`src/rtl/alu_arbiter_pkg.sv`:
```
// alu_arbiter_pkg
// Shared definitions for the two-requester ALU arbiter slice:
//   - DATA_W / SEL_W : operand/result width and opcode width
//   - alu_op_e       : ALU opcode encoding (ALU_ADD .. ALU_SHR)
//   - arb_state_e    : arbiter FSM state encoding
//   - alu_op_t       : one latched ALU operation (operands + opcode)
//   - pick_grant     : arbitration decision helper
package alu_arbiter_pkg;

  localparam int DATA_W = 4;
  localparam int SEL_W  = 3;

  typedef enum logic [SEL_W-1:0] {
    ALU_ADD = 3'b000,
    ALU_SUB = 3'b001,
    ALU_AND = 3'b010,
    ALU_OR  = 3'b011,
    ALU_XOR = 3'b100,
    ALU_NOT = 3'b101,
    ALU_SHL = 3'b110,
    ALU_SHR = 3'b111
  } alu_op_e;

  typedef enum logic [1:0] {
    ST_IDLE = 2'd0,
    ST_EXEC = 2'd1,
    ST_RESP = 2'd2
  } arb_state_e;

  typedef struct packed {
    logic [DATA_W-1:0] a;
    logic [DATA_W-1:0] b;
    alu_op_e           sel;
  } alu_op_t;

  // Returns the requester id to grant. Under contention, round-robin mode
  // hands the slot to whoever did not finish last; fixed mode always
  // favours requester 0. A lone requester is always granted.
  function automatic logic pick_grant(input logic v0, input logic v1,
                                      input logic last_id, input logic rr_en);
    logic id;
    id = 1'b0;
    if (v0 && v1) begin
      id = rr_en ? ~last_id : 1'b0;
    end else if (v1) begin
      id = 1'b1;
    end
    return id;
  endfunction

endpackage

```
`src/rtl/alu_arbiter_alu.sv`:
```
// alu_arbiter_alu
// Purely combinational 4-bit ALU shared by the arbiter.
// Ports:
//   a, b  in  DATA_W  operands
//   sel   in  alu_op_e opcode
//   y     out DATA_W  result
//   cout  out 1       carry-out for add, borrow (a < b) for sub, else 0
module alu_arbiter_alu
  import alu_arbiter_pkg::*;
(
  input  logic [DATA_W-1:0] a,
  input  logic [DATA_W-1:0] b,
  input  alu_op_e           sel,
  output logic [DATA_W-1:0] y,
  output logic              cout
);

  logic [DATA_W:0]   sum;
  logic [DATA_W:0]   diff;
  logic [1:0]        shamt;

  // The extra top bit of the widened difference is set exactly when the
  // unsigned subtraction wraps, so it doubles as the borrow flag. Shift
  // amounts only look at b[1:0]; b[3:2] are deliberately ignored.
  always_comb begin
    sum   = {1'b0, a} + {1'b0, b};
    diff  = {1'b0, a} - {1'b0, b};
    shamt = b[1:0];
    y     = '0;
    cout  = 1'b0;
    case (sel)
      ALU_ADD: begin
        y    = sum[DATA_W-1:0];
        cout = sum[DATA_W];
      end
      ALU_SUB: begin
        y    = diff[DATA_W-1:0];
        cout = diff[DATA_W];
      end
      ALU_AND: y = a & b;
      ALU_OR:  y = a | b;
      ALU_XOR: y = a ^ b;
      ALU_NOT: y = ~a;
      ALU_SHL: y = a << shamt;
      ALU_SHR: y = a >> shamt;
      default: y = '0;
    endcase
  end

endmodule

```
`src/rtl/alu_arbiter.sv`:
```
// alu_arbiter
// Arbitrates two requesters onto a single shared ALU. One operation is in
// flight at a time: IDLE accepts, EXEC computes from latched operands into
// the result register, RESP presents the result until the owner consumes it.
// Parameters:
//   RR_EN       1 = round-robin under contention, 0 = requester 0 always wins
// Ports:
//   clk, rst              clock, asynchronous active-high reset
//   reqN_valid/ready      request handshake for requester N (N = 0,1)
//   reqN_a/b/sel          operands and opcode for requester N
//   rspN_valid/ready      response handshake for requester N
//   rspN_y/cout           result and carry/borrow for requester N
//   busy                  high whenever the FSM is not IDLE
module alu_arbiter
  import alu_arbiter_pkg::*;
#(
  parameter bit RR_EN = 1'b1
) (
  input  logic              clk,
  input  logic              rst,
  input  logic              req0_valid,
  output logic              req0_ready,
  input  logic [DATA_W-1:0] req0_a,
  input  logic [DATA_W-1:0] req0_b,
  input  logic [SEL_W-1:0]  req0_sel,
  input  logic              req1_valid,
  output logic              req1_ready,
  input  logic [DATA_W-1:0] req1_a,
  input  logic [DATA_W-1:0] req1_b,
  input  logic [SEL_W-1:0]  req1_sel,
  output logic              rsp0_valid,
  input  logic              rsp0_ready,
  output logic [DATA_W-1:0] rsp0_y,
  output logic              rsp0_cout,
  output logic              rsp1_valid,
  input  logic              rsp1_ready,
  output logic [DATA_W-1:0] rsp1_y,
  output logic              rsp1_cout,
  output logic              busy
);

  arb_state_e        state;
  arb_state_e        state_next;
  alu_op_t           op_q;
  alu_op_t           op_in;
  logic              grant_q;
  logic              last_q;
  logic              grant_pick;
  logic              accept;
  logic              resp_done;
  logic [DATA_W-1:0] y_q;
  logic              cout_q;
  logic [DATA_W-1:0] alu_y;
  logic              alu_cout;

  // Decide who would win the slot this cycle and mux that requester's
  // operation so it can be latched on the accepting edge.
  always_comb begin
    grant_pick = pick_grant(req0_valid, req1_valid, last_q, RR_EN);
    if (grant_pick) begin
      op_in = '{a: req1_a, b: req1_b, sel: alu_op_e'(req1_sel)};
    end else begin
      op_in = '{a: req0_a, b: req0_b, sel: alu_op_e'(req0_sel)};
    end
  end

  // Next-state and handshake outputs. Ready is combinational in IDLE and is
  // also masked by rst so nothing appears accepted while reset is held.
  // Response ready is only looked at in RESP, so a stray ready while no
  // result is pending has no effect.
  always_comb begin
    state_next = state;
    accept     = 1'b0;
    resp_done  = 1'b0;
    req0_ready = 1'b0;
    req1_ready = 1'b0;
    rsp0_valid = 1'b0;
    rsp1_valid = 1'b0;
    case (state)
      ST_IDLE: begin
        if ((req0_valid || req1_valid) && !rst) begin
          accept     = 1'b1;
          req0_ready = ~grant_pick;
          req1_ready = grant_pick;
          state_next = ST_EXEC;
        end
      end
      ST_EXEC: begin
        state_next = ST_RESP;
      end
      ST_RESP: begin
        rsp0_valid = ~grant_q;
        rsp1_valid = grant_q;
        if (grant_q ? rsp1_ready : rsp0_ready) begin
          resp_done  = 1'b1;
          state_next = ST_IDLE;
        end
      end
      default: begin
        state_next = ST_IDLE;
      end
    endcase
  end

  // FSM state register; reset drops straight back to IDLE, abandoning any
  // operation that was in flight.
  always_ff @(posedge clk or posedge rst) begin
    if (rst) begin
      state <= ST_IDLE;
    end else begin
      state <= state_next;
    end
  end

  // Operation latch, result register and grant history. last_q resets to 1
  // so that the first contention after reset goes to requester 0. The
  // grant history only advances once the response has actually been taken.
  always_ff @(posedge clk or posedge rst) begin
    if (rst) begin
      op_q    <= '0;
      grant_q <= 1'b0;
      last_q  <= 1'b1;
      y_q     <= '0;
      cout_q  <= 1'b0;
    end else begin
      if (accept) begin
        op_q    <= op_in;
        grant_q <= grant_pick;
      end
      if (state == ST_EXEC) begin
        y_q    <= alu_y;
        cout_q <= alu_cout;
      end
      if (resp_done) begin
        last_q <= grant_q;
      end
    end
  end

  alu_arbiter_alu u_alu (
    .a    (op_q.a),
    .b    (op_q.b),
    .sel  (op_q.sel),
    .y    (alu_y),
    .cout (alu_cout)
  );

  // Both response ports expose the single result register; only the owner
  // sees valid, and the register is frozen for the whole of RESP.
  assign rsp0_y    = y_q;
  assign rsp0_cout = cout_q;
  assign rsp1_y    = y_q;
  assign rsp1_cout = cout_q;
  assign busy      = (state != ST_IDLE);

endmodule

```
`config.mk`:
```
export PLATFORM = sky130hd
export DESIGN_NAME = alu_arbiter
export DESIGN_NICKNAME = d
export VERILOG_FILES = /design/src/rtl/alu_arbiter_pkg.sv /design/src/rtl/alu_arbiter_alu.sv /design/src/rtl/alu_arbiter.sv
export SDC_FILE = /design/constraint.sdc
export NUM_CORES = 1
export LEC_CHECK = 0
export BUFFER_PORTS_ARGS = -buffer_cell sky130_fd_sc_hd__buf_2
export CAP_MARGIN = 20
export CELL_PAD_IN_SITES_DETAIL_PLACEMENT = 1
export CELL_PAD_IN_SITES_GLOBAL_PLACEMENT = 1
export CORE_ASPECT_RATIO = 0.6
export CORE_UTILIZATION = 35
export CTS_CLUSTER_SIZE = 20
export DETAILED_ROUTE_END_ITERATION = 10
export PLACE_DENSITY = 0.73
export SETUP_SLACK_MARGIN = 0.1
export SLEW_MARGIN = 25
export SYNTH_ARGS = -nofsm -noshare
export SYNTH_HDL_FRONTEND = slang
export SYNTH_SLANG_ARGS = --single-unit
```
`constraint.sdc`:
```
create_clock -name clk -period 2.89 [get_ports clk]
set_input_delay 0.578 -clock clk [delete_from_list [all_inputs] [get_ports clk]]
set_output_delay 0.578 -clock clk [all_outputs]
set_load 0.02 [all_outputs]
```
==> summary.md <==
| Metric | Value |
|---|---|
| Global-route wire length before repair | 7.75 mm |
| Number of instances in the placed design | 293 |
| Clk slew on worst S/H paths | 0.08 ns |
| Number of buffers between clock root and the deepest sink | 2 |
| Cell row count | 19 |
| Fmax | 0.453 GHz |
| DRC marker count from the first detailed-route iteration | 55 |
| CTS sink count | 20 |
| Worst path cell trace | inv_1 -> fa_1 -> xor2_1 -> mux2i_1 -> o21ai_0 -> o311ai_1 |
| Number of detailed-route iterations in the first pass | 4 |
| Synthesis warning total | 0 |
| Combined area of all synthesized cells | 1780 um^2 |
| Area of the core | 4730 um^2 |
| Maximum vdd drop | 0.388 mV |
| WP buf/inv | 1 |
| Final-layout worst hold slack | 0.453 ns |
| Worst clock skew | 0.00488 ns |
| Vias | 1,524 |
| EDFF count, synth | 0 |
| GP Congestion | 0.819 |
| Vias in the first global route | 1,494 |
| Logic depth of the worst register-to-register path | 6 |
| Die Wd | 94.2 um |
| Ratio of final minimum period to clock period | 76.3% |
| Clock root buffer | sky130_fd_sc_hd__clkbuf_8 |
| Largest stage delay on the critical path | 0.61 ns |
| Total global routing track utilization | 19.2% |
| Area growth from synthesis to final layout | 13.6% |
| Final setup slack of the worst path | 0.684 ns |
| Synthesized area divided by synthesized cell count | 8.79 um^2 |
| Die height | 57.3 um |
| Antenna Violating Nets Remaining | 0 |
| Family with the most delay on the worst path | flip-flops |
| DPL Wire Length | 3.69 mm |
| Slew at the pin with the worst max-slew slack | 0.775 ns |
| Outcome | finished, final reports clean |
| Number of antenna violations at the first check in global routing | 0 |
| Setup slack of the worst register-to-register path | 0.68 ns |
| Worst Setup Slack post-DPL | 0.686 ns |
| Library cell with the largest summed area after synthesis | sky130_fd_sc_hd__dfrtp_1 |
| Cells resized by post-CTS repair | 0 |
| Setup TNS Final | 0 ns |
| P per Cell Area | 1130 nW/um^2 |
| Share of flip-flops with an asynchronous set or reset after synthesis | 100% |
| Worst reg2reg path startpoint | op_q[4]$_DFFE_PP0P_ |
| Clock latency reported for the late side of the worst-skew pair | 0.26 ns |
| Gate count of the mapped netlist | 203 |
| Max-slew violation count | 0 |
| Post-DR vias/cell | 5.13 |
| Final non-filler cell total | 297 |
| Nets | 278 |
| Number of CTS-inserted buffers | 3 |
| Congestion Overflow GR | 0 |
| Cell with the biggest individual delay on the critical path | sky130_fd_sc_hd__dfrtp_1 |
| Count of max-cap constraint violations | 0 |
| Finish-stage setup viols | 0 |
| Post-route DRC violation count | 0 |
| Startpoint class of the critical path | register |
| Layout filler cell count | 572 |
| Period minus WS final | 2.21 ns |
| Share of the synthesized area in the top cell type | 26.6% |
| Initial core utilization | 37.7% |
| Class of the worst hold path | primary input to asynchronous set/reset pin |
| Count of input and output buffers | 42 |
| Largest net degree at the start of global routing | 25 |
| Post-Syn Nets | 246 |
| Count of different cell masters after synthesis | 53 |
| Worst r2r dst | rsp0_y[2]$_DFFE_PP0N_ |
| CP max FO | 13 |
| Category of the critical setup timing path | register to register |
| Buffers inserted by post-CTS timing repair | 0 |
| Hold buffer count at cts | 0 |
| Wire length after detailed routing | 4.69 mm |
| Drt wl/cell | 15.8 um |
| Slew Limit Headroom | 48.3% |
| Die footprint | 5400 um^2 |
| Fraction of layout instances using a drive strength above 1 | 26.5% |
| Number of inserted diodes | 0 |
| Hold violation total from the final report | 0 |
| Top Ports | 43 |
| Number of synthesized register bits | 20 |
| Worst EP required | 3.05 ns |
| Commonest register cell after synthesis | sky130_fd_sc_hd__dfrtp_1 |
| Top cells by area, synth | sky130_fd_sc_hd__dfrtp_1 (27%), sky130_fd_sc_hd__ha_1 (9.1%), sky130_fd_sc_hd__mux2i_1 (7.9%), sky130_fd_sc_hd__o21ai_0 (6.2%), sky130_fd_sc_hd__buf_4 (4.2%) |
| Worst path arrival time | 2.37 ns |
| Setup repair after global routing missed its margin | false |
| CTS tree | done |
| Kind of capture point of the worst setup path | register |
| Seq/Total Area, Yosys | 28.1% |
| Leak Pwr | 0.982 nW |
| # H-tree levels | 1 |
[per-stage QoR]
step | util [%] | cell area, um^2 | power (W)
2_1_floorplan | - | 1780 | 0.00172
3_3_place_gp | 41.7 | 1970 | 0.00201
3_5_place_dp | 41.7 | 1970 | 0.00207
4_1_cts | 42.8 | 2030 | 0.00230
5_1_grt | 42.8 | 2030 | 0.00250
6_report | 42.8 | 2030 | 0.00229
[power by group]
part	internal (W)	leakage [nW]	switching [W]
registers	0.000406	0.247	0.000315
clock network	0.000121	0.0288	0.000100
logic	0.000604	0.707	0.000741
[cells by family (layout without fill, tap and decap cells)]
kind of cell | Yosys count | in the layout | synth area share [%]
muxes | 18 | 18 | 11.0
AOI/OAI and AO/OA | 54 | 54 | 19.9
and+or+nand+nor | 60 | 60 | 18.8
xor gates and xnor gates | 1 | 1 | 0.491
buffers and inverters | 35 | 66 | 10.3
adders and majority gates | 15 | 15 | 11.4
DFF | 20 | 20 | 28.1
[registers in the layout, indices dropped and copies added, names as in the netlist]
| register | count |
|---|---|
| rsp0_cout | 1 |
| rsp0_y | 4 |
| last_q | 1 |
| state | 2 |
| op_q | 11 |
| grant_q | 1 |
[worst max-delay path by stage]
stage	depth (start not counted)	slack, ns	startpoint	endpoint
final	6	0.68	op_q[4]$_DFFE_PP0P_	rsp0_y[2]$_DFFE_PP0N_
after global routing	6	0.50	op_q[4]$_DFFE_PP0P_	rsp0_y[2]$_DFFE_PP0N_
after floorplan	4	0.97	rst	req0_ready
after detailed placement	6	0.69	op_q[4]$_DFFE_PP0P_	rsp0_y[2]$_DFFE_PP0N_
after global placement	6	0.80	op_q[4]$_DFFE_PP0P_	rsp0_y[3]$_DFFE_PP0N_
after CTS	6	0.68	op_q[4]$_DFFE_PP0P_	rsp0_y[2]$_DFFE_PP0N_
[synthesized netlist by cell type, drive strengths merged, types with 2 or more instances]
cell	number
nand3	3
nor2b	5
nand3b	2
mux2	3
nand2	17
nor2	10
dfrtp	19
buf	17
a211oi	2
mux2i	14
and4bb	2
ha	13
nand2b	7
nor3	3
o21ai	23
fa	2
a21oi	10
a21o	2
inv	18
a221oi	2
a31oi	3
nand4	2
and2	2
[per-layer routing]
layer / up-vias / GRT usage [%] / part of all wire [%]
met5: - / 0 / 0
met4: 0 / 3.30 / 0.30
met3: 2 / 3.60 / 3.4
met2: 33 / 28.9 / 43
met1: 723 / 28.8 / 53
li1: 766 / - / -
[placed cells by master, fill, tap and decap left out, types with 4 or more instances in the layout]
cell	instances
sky130_fd_sc_hd__a21oi_1	10
sky130_fd_sc_hd__buf_2	42
sky130_fd_sc_hd__clkbuf_8	4
sky130_fd_sc_hd__dfrtp_1	19
sky130_fd_sc_hd__ha_1	13
sky130_fd_sc_hd__inv_1	18
sky130_fd_sc_hd__mux2i_1	14
sky130_fd_sc_hd__nand2_1	17
sky130_fd_sc_hd__nand2b_1	6
sky130_fd_sc_hd__nor2_1	10
sky130_fd_sc_hd__nor2b_1	5
sky130_fd_sc_hd__o21ai_0	22
[final cells by class]
| type | instances | area (um^2) | area share (%) |
|---|---|---|---|
| Clock buffer | 4 | 55.1 | 2.72 |
| Multi-Input combinational cell | 148 | 1100 | 54.2 |
| Inverter | 18 | 67.6 | 3.33 |
| Timing Repair Buffer | 44 | 225 | 11.1 |
| Tap cell | 63 | 78.8 | 3.89 |
| Sequential cell | 20 | 502 | 24.8 |
No activity file was read; power rests on OpenSTA's default activity.
